**config.mk**
```make
export PLATFORM = sky130hd
export DESIGN_NAME = multi_pulse_generator_flat
export DESIGN_NICKNAME = d
export VERILOG_FILES = /design/src/rtl/multi_pulse_generator_pkg.sv /design/src/rtl/multi_pulse_generator_if.sv /design/src/rtl/multi_pulse_generator_channel.sv /design/src/rtl/multi_pulse_generator.sv /design/src/flat_wrapper.sv
export SDC_FILE = /design/constraint.sdc
export NUM_CORES = 1
export LEC_CHECK = 0
export ABC_AREA = 1
export ABC_CLOCK_PERIOD_IN_PS = 4700
export CORE_ASPECT_RATIO = 0.7
export CORE_MARGIN = 1
export CORE_UTILIZATION = 60
export CTS_BUF_LIST = sky130_fd_sc_hd__clkbuf_4 sky130_fd_sc_hd__clkbuf_8 sky130_fd_sc_hd__clkbuf_16
export DETAILED_ROUTE_END_ITERATION = 8
export PLACE_DENSITY = 0.93
export SKIP_LAST_GASP = 1
export SLEW_MARGIN = 20
export SYNTH_ARGS = -nofsm -noshare
export SYNTH_HDL_FRONTEND = slang
export SYNTH_SLANG_ARGS = --single-unit
```
**constraint.sdc**
```tcl
create_clock -name clk -period 4.7 [get_ports clk]
set_input_delay 0.47 -clock clk [delete_from_list [all_inputs] [get_ports clk]]
set_output_delay 0.47 -clock clk [all_outputs]
set_load 0.02 [all_outputs]
```
**src/rtl/multi_pulse_generator_pkg.sv**
```systemverilog
`default_nettype none
// +----------------------------------------------------------------------------+
// | Package     : pulse_gen_pkg                                                |
// | Description : Shared encodings for the multi-channel pulse generator:      |
// |               channel mode values and the per-channel FSM state type.      |
// | Revision    : 1.0  initial release                                         |
// +----------------------------------------------------------------------------+
package pulse_gen_pkg;

    // Per-channel operating mode, as presented on the mode bus (2 bits/channel)
    localparam logic [1:0] MODE_OFF     = 2'b00;
    localparam logic [1:0] MODE_CONT    = 2'b01;
    localparam logic [1:0] MODE_ONESHOT = 2'b10;
    localparam logic [1:0] MODE_BURST   = 2'b11;

    // Per-channel FSM state
    typedef enum logic [0:0] {
        ST_IDLE = 1'b0,
        ST_RUN  = 1'b1
    } state_t;

endpackage
`default_nettype wire

```
**src/rtl/multi_pulse_generator_if.sv**
```systemverilog
`default_nettype none
// +----------------------------------------------------------------------------+
// | Interface   : multi_pulse_generator_if                                     |
// | Description : Control/status bundle for the multi-channel pulse generator. |
// |   period, high, burst_len : CH*W  per-channel fields, channel i at [i*W+:W]|
// |   mode                    : CH*2  per-channel mode                         |
// |   start, stop             : CH    one-cycle requests                       |
// |   pulse, busy, done       : CH    per-channel status                       |
// |   master modport drives the controls; slave modport is the generator.      |
// | Revision    : 1.0  initial release                                         |
// +----------------------------------------------------------------------------+
interface multi_pulse_generator_if #(
    parameter int CH = 4,
    parameter int W  = 8
);
    logic [CH*W-1:0] period;
    logic [CH*W-1:0] high;
    logic [CH*2-1:0] mode;
    logic [CH*W-1:0] burst_len;
    logic [CH-1:0]   start;
    logic [CH-1:0]   stop;
    logic [CH-1:0]   pulse;
    logic [CH-1:0]   busy;
    logic [CH-1:0]   done;

    modport master (
        output period, high, mode, burst_len, start, stop,
        input  pulse, busy, done
    );

    modport slave (
        input  period, high, mode, burst_len, start, stop,
        output pulse, busy, done
    );
endinterface
`default_nettype wire

```
**src/rtl/multi_pulse_generator_channel.sv**
```systemverilog
`default_nettype none
// +----------------------------------------------------------------------------+
// | Module      : pulse_channel                                                |
// | Description : One independent pulse channel. IDLE/RUN FSM with shadowed    |
// |               period/high/mode that reload only at period boundaries.      |
// |   clk, rst (sync, active-low)                                              |
// |   period, high, burst_len [W], mode [2], start, stop : controls            |
// |   pulse, busy, done                                  : registered status   |
// | Revision    : 1.0  initial release                                         |
// +----------------------------------------------------------------------------+
module pulse_channel
    import pulse_gen_pkg::*;
#(
    parameter int W = 8
) (
    input  wire logic         clk,
    input  wire logic         rst,
    input  wire logic [W-1:0] period,
    input  wire logic [W-1:0] high,
    input  wire logic [1:0]   mode,
    input  wire logic [W-1:0] burst_len,
    input  wire logic         start,
    input  wire logic         stop,
    output logic              pulse,
    output logic              busy,
    output logic              done
);

    localparam logic [W-1:0] C_ONE = {{(W-1){1'b0}}, 1'b1};

    state_t       state_q, state_d;
    logic [W-1:0] phase_q, phase_d;
    logic [W-1:0] per_q,   per_d;
    logic [W-1:0] high_q,  high_d;
    logic [1:0]   mode_q,  mode_d;
    logic [W-1:0] rem_q,   rem_d;
    logic         pulse_q, pulse_d;
    logic         busy_q,  busy_d;
    logic         done_q,  done_d;

    logic [W-1:0] w_phase_inc;
    logic         w_boundary;
    logic         w_finished;

    assign w_phase_inc = phase_q + C_ONE;
    // per_q is never 0 while in RUN, so the subtraction cannot wrap there
    assign w_boundary  = (phase_q == (per_q - C_ONE));
    // Normal completion is decided by the mode of the period just ending
    assign w_finished  = (mode_q == MODE_ONESHOT) ||
                         ((mode_q == MODE_BURST) && (rem_q == C_ONE));

    always_comb begin
        state_d = state_q;
        phase_d = phase_q;
        per_d   = per_q;
        high_d  = high_q;
        mode_d  = mode_q;
        rem_d   = rem_q;
        pulse_d = pulse_q;
        busy_d  = busy_q;
        done_d  = 1'b0;

        case (state_q)
            ST_IDLE: begin
                pulse_d = 1'b0;
                busy_d  = 1'b0;
                if (start && (mode != MODE_OFF) && (period != '0)) begin
                    state_d = ST_RUN;
                    per_d   = period;
                    high_d  = high;
                    mode_d  = mode;
                    rem_d   = (burst_len == '0) ? C_ONE : burst_len;
                    phase_d = '0;
                    // Output for phase 0 is registered now so it appears next cycle
                    pulse_d = (high != '0);
                    busy_d  = 1'b1;
                end
            end

            ST_RUN: begin
                if (stop) begin
                    state_d = ST_IDLE;
                    pulse_d = 1'b0;
                    busy_d  = 1'b0;
                end else if (w_boundary) begin
                    if (w_finished) begin
                        state_d = ST_IDLE;
                        pulse_d = 1'b0;
                        busy_d  = 1'b0;
                        done_d  = 1'b1;
                    end else if ((mode == MODE_OFF) || (period == '0)) begin
                        // Reloaded settings disable the channel: quiet exit
                        state_d = ST_IDLE;
                        pulse_d = 1'b0;
                        busy_d  = 1'b0;
                    end else begin
                        per_d   = period;
                        high_d  = high;
                        mode_d  = mode;
                        phase_d = '0;
                        pulse_d = (high != '0);
                        if (mode_q == MODE_BURST) begin
                            rem_d = rem_q - C_ONE;
                        end
                    end
                end else begin
                    phase_d = w_phase_inc;
                    pulse_d = (w_phase_inc < high_q);
                end
            end

            default: begin
                state_d = ST_IDLE;
                pulse_d = 1'b0;
                busy_d  = 1'b0;
            end
        endcase
    end

    always_ff @(posedge clk) begin
        if (!rst) begin
            state_q <= ST_IDLE;
            phase_q <= '0;
            per_q   <= '0;
            high_q  <= '0;
            mode_q  <= MODE_OFF;
            rem_q   <= '0;
            pulse_q <= 1'b0;
            busy_q  <= 1'b0;
            done_q  <= 1'b0;
        end else begin
            state_q <= state_d;
            phase_q <= phase_d;
            per_q   <= per_d;
            high_q  <= high_d;
            mode_q  <= mode_d;
            rem_q   <= rem_d;
            pulse_q <= pulse_d;
            busy_q  <= busy_d;
            done_q  <= done_d;
        end
    end

    assign pulse = pulse_q;
    assign busy  = busy_q;
    assign done  = done_q;

endmodule
`default_nettype wire

```
**src/rtl/multi_pulse_generator.sv**
```systemverilog
`default_nettype none
// +----------------------------------------------------------------------------+
// | Module      : multi_pulse_generator                                        |
// | Description : CH fully independent programmable pulse channels.            |
// |   clk : rising-edge clock                                                  |
// |   rst : synchronous, active-low reset                                      |
// |   bus : multi_pulse_generator_if.slave (controls in, pulse/busy/done out)  |
// | Revision    : 1.0  initial release                                         |
// +----------------------------------------------------------------------------+
module multi_pulse_generator
    import pulse_gen_pkg::*;
#(
    parameter int CH = 4,
    parameter int W  = 8
) (
    input  wire logic               clk,
    input  wire logic               rst,
    multi_pulse_generator_if.slave  bus
);

    for (genvar i = 0; i < CH; i++) begin : g_ch
        pulse_channel #(
            .W (W)
        ) u_channel (
            .clk       (clk),
            .rst       (rst),
            .period    (bus.period[i*W +: W]),
            .high      (bus.high[i*W +: W]),
            .mode      (bus.mode[i*2 +: 2]),
            .burst_len (bus.burst_len[i*W +: W]),
            .start     (bus.start[i]),
            .stop      (bus.stop[i]),
            .pulse     (bus.pulse[i]),
            .busy      (bus.busy[i]),
            .done      (bus.done[i])
        );
    end

endmodule
`default_nettype wire
```
**src/flat_wrapper.sv**
```systemverilog
// flat-port wrapper written by rule: the top's interface ports become plain ports
module multi_pulse_generator_flat import pulse_gen_pkg::*;
#(
    parameter int CH = 4,
    parameter int W  = 8
)
  (clk, rst, bus_period, bus_high, bus_mode, bus_burst_len, bus_start, bus_stop, bus_pulse, bus_busy, bus_done);
  multi_pulse_generator_if #(.CH(CH), .W(W)) bus_i ();
  input  wire logic clk;
  input  wire logic rst;
  input wire logic [$bits(bus_i.period)-1:0] bus_period;
  input wire logic [$bits(bus_i.high)-1:0] bus_high;
  input wire logic [$bits(bus_i.mode)-1:0] bus_mode;
  input wire logic [$bits(bus_i.burst_len)-1:0] bus_burst_len;
  input wire logic [$bits(bus_i.start)-1:0] bus_start;
  input wire logic [$bits(bus_i.stop)-1:0] bus_stop;
  output wire logic [$bits(bus_i.pulse)-1:0] bus_pulse;
  output wire logic [$bits(bus_i.busy)-1:0] bus_busy;
  output wire logic [$bits(bus_i.done)-1:0] bus_done;
  assign bus_i.period = bus_period;
  assign bus_i.high = bus_high;
  assign bus_i.mode = bus_mode;
  assign bus_i.burst_len = bus_burst_len;
  assign bus_i.start = bus_start;
  assign bus_i.stop = bus_stop;
  assign bus_pulse = bus_i.pulse;
  assign bus_busy = bus_i.busy;
  assign bus_done = bus_i.done;
  multi_pulse_generator #(.CH(CH), .W(W)) u_core (.clk(clk), .rst(rst), .bus(bus_i));
endmodule
```
### Yosys cells after proc, flatten, opt, wreduce, memory -nomap -nowiden

Cells that the tools add are included.

| storage, ports and cells | value |
|---|---|
| memories | 0 |
| memory bits (read-only) | 0 |
| latch bits | 0 |
| register bits | 152 |
| memory bits (writable) | 0 |

| operators by class | value |
|---|---|
| add/subtract/negate cells | 12 |
| equality and inequality tests | 56 |
| multiply operators | 0 |
| shifts and indexed selects | 0 |
| divide/modulo/power cells | 0 |
| reduce and logical (&&, ||, !) cells | 64 |
| bitwise operators | 9 |
| magnitude comparators | 4 |
| muxes and demuxes | 200 |

Operators with widths:

| kind | count |
|---|---|
| 8-bit 2-to-1 mux | 88 |
| 8-bit one-hot mux with 2 select lines | 16 |
| 8-bit logical NOT | 8 |
| 8-bit nonzero test | 8 |
| 8-bit by 1-bit subtractor with 8-bit output (second input constant) | 8 |
| 1-bit 2-to-1 mux | 60 |
| 2-bit 2-to-1 mux | 20 |
| 8-bit by 1-bit adder with 8-bit output (second input constant) | 4 |
| 8-bit by 1-bit equality test with 1-bit output (second input constant) | 4 |
| 8-bit equality test | 4 |
| 8-bit less-than comparator | 4 |
| 2-bit != test (second input constant) | 16 |
| 3-bit != test (second input constant) | 8 |
| 1-bit one-hot mux with 2 select lines | 12 |
| 6-bit AND reduction | 4 |
| 5-bit AND reduction | 4 |
| 2-bit equality test (second input constant) | 8 |
| 2-bit by 1-bit != test with 1-bit output (second input constant) | 8 |
| 4-bit by 2-bit != test with 1-bit output (second input constant) | 4 |
| 2-bit one-hot mux with 2 select lines | 4 |
| 4-bit AND reduction | 4 |
| 4-bit OR reduction | 4 |
| 1-bit logical AND | 12 |
| 3-bit by 2-bit != test with 1-bit output (second input constant) | 4 |
| other kinds (5) | 29 |

### Logic depth before layout (Yosys ltp)

| logic depth | value |
|---|---|
| depth after elaboration | 7 |
| depth in mapped cells | 17 |
| gate-level depth less buffers | 16 |

### Cells and area by module

A second synthesis with hierarchy kept.

| unflattened totals | value |
|---|---|
| cells, all modules | 1662 |
| area total of the unflattened synthesis | 10571.4 sq um |

Modules (own cells, without submodules):

| module | cells each | times used | area each (sq um) | seq. area each (sq um) |
|---|---|---|---|---|
| pulse_channel (u_core.g_ch[1].u_channel ...) | 416 | 2 | 2671.3 | 760.7 |
| pulse_channel (u_core.g_ch[3].u_channel) | 416 | 1 | 2615.0 | 760.7 |
| pulse_channel (u_core.g_ch[0].u_channel) | 414 | 1 | 2613.8 | 760.7 |

### Worst setup path after synthesis

OpenSTA, ideal clock, no wires.

| timing path | value |
|---|---|
| path kind | register to register |
| start | register u_core.g_ch[3].u_channel.per_q[0] |
| end | register u_core.g_ch[3].u_channel.high_q[2] |
| stages on the path, launching flop included | 15 |
| required time | 4585 ps |
| clock period less this slack | 1938 ps |
| library setup time | 115 ps |
| path buffers | 1 |
| arrival time | 1823 ps |
| slack | 2762 ps |
| cells stage by stage | dfxtp_1 > inv_1 > ha_1 > inv_1 > nand2_1 > nand2_1 > nor2_1 > nand3_1 > nor2_1 > nand3_1 > nor2_2 > nand3_2 > buf_6 > a21oi_1 > nor2_1 |

| between the ends | value |
|---|---|
| cells in the longest elaborated chain, start to end | 4 |

RTL lines:

| element | line | text |
|---|---|---|
| from (decl) | multi_pulse_generator_channel.sv:33 | `logic [W-1:0] per_q, per_d;` |
| from (signal assigned) | multi_pulse_generator_channel.sv:134 | `per_q <= per_d;` |
| 8-bit by 1-bit subtractor with 8-bit output | multi_pulse_generator_channel.sv:47 | `assign w_boundary = (phase_q == (per_q - C_ONE));` |
| 8-bit equality test | multi_pulse_generator_channel.sv:47 |  |
| 2-bit by 1-bit != test with 1-bit output (no source line) | n/a |  |
| 5-bit AND reduction (no source line) | n/a |  |
| to (signal assigned) | multi_pulse_generator_channel.sv:135 | `high_q <= high_d;` |
| to (decl) | multi_pulse_generator_channel.sv:34 | `logic [W-1:0] high_q, high_d;` |

No other way between the ends.
A chain may end at the register's enable or synchronous reset.

### Worst setup path after layout

| timing path | value |
|---|---|
| start | register u_core.g_ch[2].u_channel.per_q[0] |
| end | register u_core.g_ch[2].u_channel.rem_q[1] |

| between the ends | value |
|---|---|
| cells in the longest elaborated chain, start to end | 4 |

RTL lines:

| element | line | text |
|---|---|---|
| from (decl) | multi_pulse_generator_channel.sv:33 |  |
| from (signal assigned) | multi_pulse_generator_channel.sv:134 |  |
| 8-bit by 1-bit subtractor with 8-bit output | multi_pulse_generator_channel.sv:47 |  |
| 8-bit equality test | multi_pulse_generator_channel.sv:47 |  |
| 2-bit by 1-bit != test with 1-bit output (no source line) | n/a |  |
| 6-bit AND reduction (no source line) | n/a |  |
| to (signal assigned) | multi_pulse_generator_channel.sv:137 | `rem_q <= rem_d;` |
| to (decl) | multi_pulse_generator_channel.sv:36 | `logic [W-1:0] rem_q, rem_d;` |

No other way between the ends.

==> results.toml <==
[run_status]
status = "finished, final reports clean"

[power]
power.leakage_uw = 0.00563
vdd_drop_max_mv = 0.202
power_density_mw_per_mm2 = 350

[routing]
post-route-drc-count = 0
drt_iter0_drc = 1002
wl_per_cell_um = 13.9
postRouteAntennaNets = 0
drtPass1Iterations = 8
routed_via_density = 5.50
wirelength_um = 26600
vias = 10600

[yosys]
synth-seq-area-share_pct = 30.4
ys_warn_count = 0
synth_cell_type_count = 45
synthFlopType = "dfxtp_1"
synth_top_area_share_pct = 30.4
synth_area_mm2 = 0.0100
synthCells = 1603
yosysTopAreaCell = "dfxtp_1"
yosysMostFrequentCell = "nand2_1"
ys_seq_elements = 152
async_reset_ff_share_pct = 0
synth_common_cells = "360 x nand2_1, 321 x nor2_1, 188 x inv_1, 152 x dfxtp_1, 134 x nand3_1"
synth_edf_count = 0
syn_area_per_cell_um2 = 6.25
synthTopCellsByArea = "dfxtp_1 30%, nand2_1 13%, nor2_1 12%, inv_1 7.0%, nand3_1 6.7%"
synth_nets = 1761

[cells_and_area]
layout-drive-gt1-share_pct = 4.01
num_antenna_cells = 0
final_nets = 1841
postLayoutCoreUtil_pct = 72.4
synthToLayoutAreaGrowth_pct = 17.9
fill_cells = 1298

[critical_path]
crit_required_ns = 5.08
endpoint_kind = "register"
crit_arrival_ns = 3.53
crit_top_cell = "nand2_1"
crit_slowest_cell = "nand2_2"
critical_path.cell_chain = "inv_1 -> ha_1 -> inv_1 -> nand2_1 -> nand2_1 -> nand2_1 -> nand2_1 -> nand3_1 -> nor2_1 -> nand2_1 -> nand2_2 -> nand3_2 -> nand2_1 -> nand2_1 -> nor2_1"
rrSetupSlack_ns = 1.55
worstSetupPathType = "reg2reg"
start_kind = "register"
critPathMaxFanout = 42
max_stage_delay_ns = 0.65

[die]
fp.dieH_um = 110
ios = 126
die_area_mm2 = 0.0172
die_x_um = 156
core_area_mm2 = 0.0163
initial_core_util_pct = 61.5
rows = 39

[sta]
finalCritPeriodShare_pct = 66.9
worst_clock_skew_ns = 0.0109
rsz0062_at_grt = "false"
fmax_ghz = 0.318
slew_headroom_pct = 28.9
fin_ws_ns = 1.55
hold_viol = 0
setup_viol = 0
worstMarginPinSlew_ns = 1.07
period_minus_slack_ns = 3.15
slew_viol_final = 0
setup_tns_ns = 0

[global_route]
grt-ovfl-total = 0
track_usage_pct = 31.8
antenna_found_initial = 0
grt_pass1_wl_um = 43900
grt_max_degree = 68
grt_pass1_vias = 9627

[clocking]
cts_setup_buffers = 0
clockRootBuffer = "clkbuf_16"
cts_resized = 0
numCtsBuffers = 17
clk_path_buf_depth = 2
clk_pin_slew_ns = 0.06
ctsHoldBuffers = 0
cts_tree = "built"
insertion_delay_ns = 0.44
cts-htree-levels = 4
cts_sinks = 152

[hold_path]
hold_path_class = "reg2reg"

[placement]
place_ws_ns = 1.68
place_congestion = 0.914
hpwl_um = 19000
io_buffer_count = 125

[run]
drv_cap = 0
==> critical path, delay by kind of cell (launching register included) <==
family	cells	cell delay (ns)
adders and majority gates	1	0.26
buffers and inverters	2	0.18
DFF	1	0.41
and+or+nand+nor	12	2.19
==> registers in the layout, indices dropped and copies added, names as in the netlist <==
name                           cells
u_core.g_ch.u_channel.pulse        4
u_core.g_ch.u_channel.per_q       32
u_core.g_ch.u_channel.done         4
u_core.g_ch.u_channel.phase_q     32
u_core.g_ch.u_channel.rem_q       32
u_core.g_ch.u_channel.busy         4
u_core.g_ch.u_channel.mode_q       8
u_core.g_ch.u_channel.high_q      32
u_core.g_ch.u_channel.state_q      4
==> cells by family (layout without fill, tap and decap cells) <==
family                     after synthesis  count (layout)  share of synthesized area (%)
and+or+nand+nor                        904             904                           38.1
buffers and inverters                  265             358                           11.5
AOI/OAI and AO/OA                      182             182                           9.57
DFF                                    152             152                           30.4
xor gates and xnor gates                54              54                           4.80
adders and majority gates               44              44                           5.50
muxes                                    2               2                          0.200
==> where the power goes <==
group	switching, uW	internal [uW]
sequential	138	1410
clock	568	921
combinational	650	442
total	1360	2770
==> layout by cell type (no fill, tap or decap), types with 3 or more instances in the layout <==
cell type / instances
nand2_1: 360
nor2_1: 320
inv_1: 188
dfxtp_1: 152
nand3_1: 134
clkdlybuf4s50_1: 124
o21ai_0: 79
a21oi_1: 79
ha_1: 44
xor2_1: 38
nand4_1: 38
clkbuf_16: 17
xnor2_1: 15
nor4_1: 9
nor3_1: 8
nand2_2: 8
nand3b_1: 7
inv_2: 7
o21ai_1: 5
nor2_2: 4
o21a_1: 4
bufinv_16: 4
clkinv_1: 3
inv_6: 3
nor3b_1: 3
o31ai_1: 3
or2_2: 3
and2_1: 3
clkbuf_4: 3
clkinvlp_4: 3
buf_4: 3
==> metal layers <==
metal  GRT usage, %  share of wire, %
met5              0                 0
met2           51.4                45
met1           41.2                44
met3           7.47               8.3
met4           13.1               2.8
==> stage by stage <==
stage / std cells / hold slack (ns) / power [uW] / cell area, um2
floorplan: 1603 / 0.423 / 2330 / 10000
global placement: 1889 / 0.435 / 2570 / 11200
detailed placement: 1889 / 0.447 / 2620 / 11200
CTS: 1921 / 0.456 / 4120 / 11800
global route: 1921 / 0.470 / 4360 / 11800
finish: 1921 / 0.458 / 4130 / 11800
==> final cells by class <==
class	instances	area [um2]	share of cell area, %
Tap cell	225	282	2.38
Multi-Input combinational cell	1186	5830	49.4
Clock inverter	11	170	1.44
Sequential cell	152	3040	25.8
Timing Repair Buffer	127	1260	10.7
Clock buffer	21	462	3.91
Inverter	199	752	6.37
==> final timing paths <==
kind         depth (start not counted)                                end                         startpoint
max                                 15  u_core.g_ch[2].u_channel.rem_q[1]  u_core.g_ch[2].u_channel.per_q[0]
min reg2reg                          2      u_core.g_ch[1].u_channel.busy      u_core.g_ch[1].u_channel.busy
min                                  2      u_core.g_ch[1].u_channel.busy      u_core.g_ch[1].u_channel.busy
max reg2reg                         15  u_core.g_ch[2].u_channel.rem_q[1]  u_core.g_ch[2].u_channel.per_q[0]
Power figures use the tool's default switching activity.
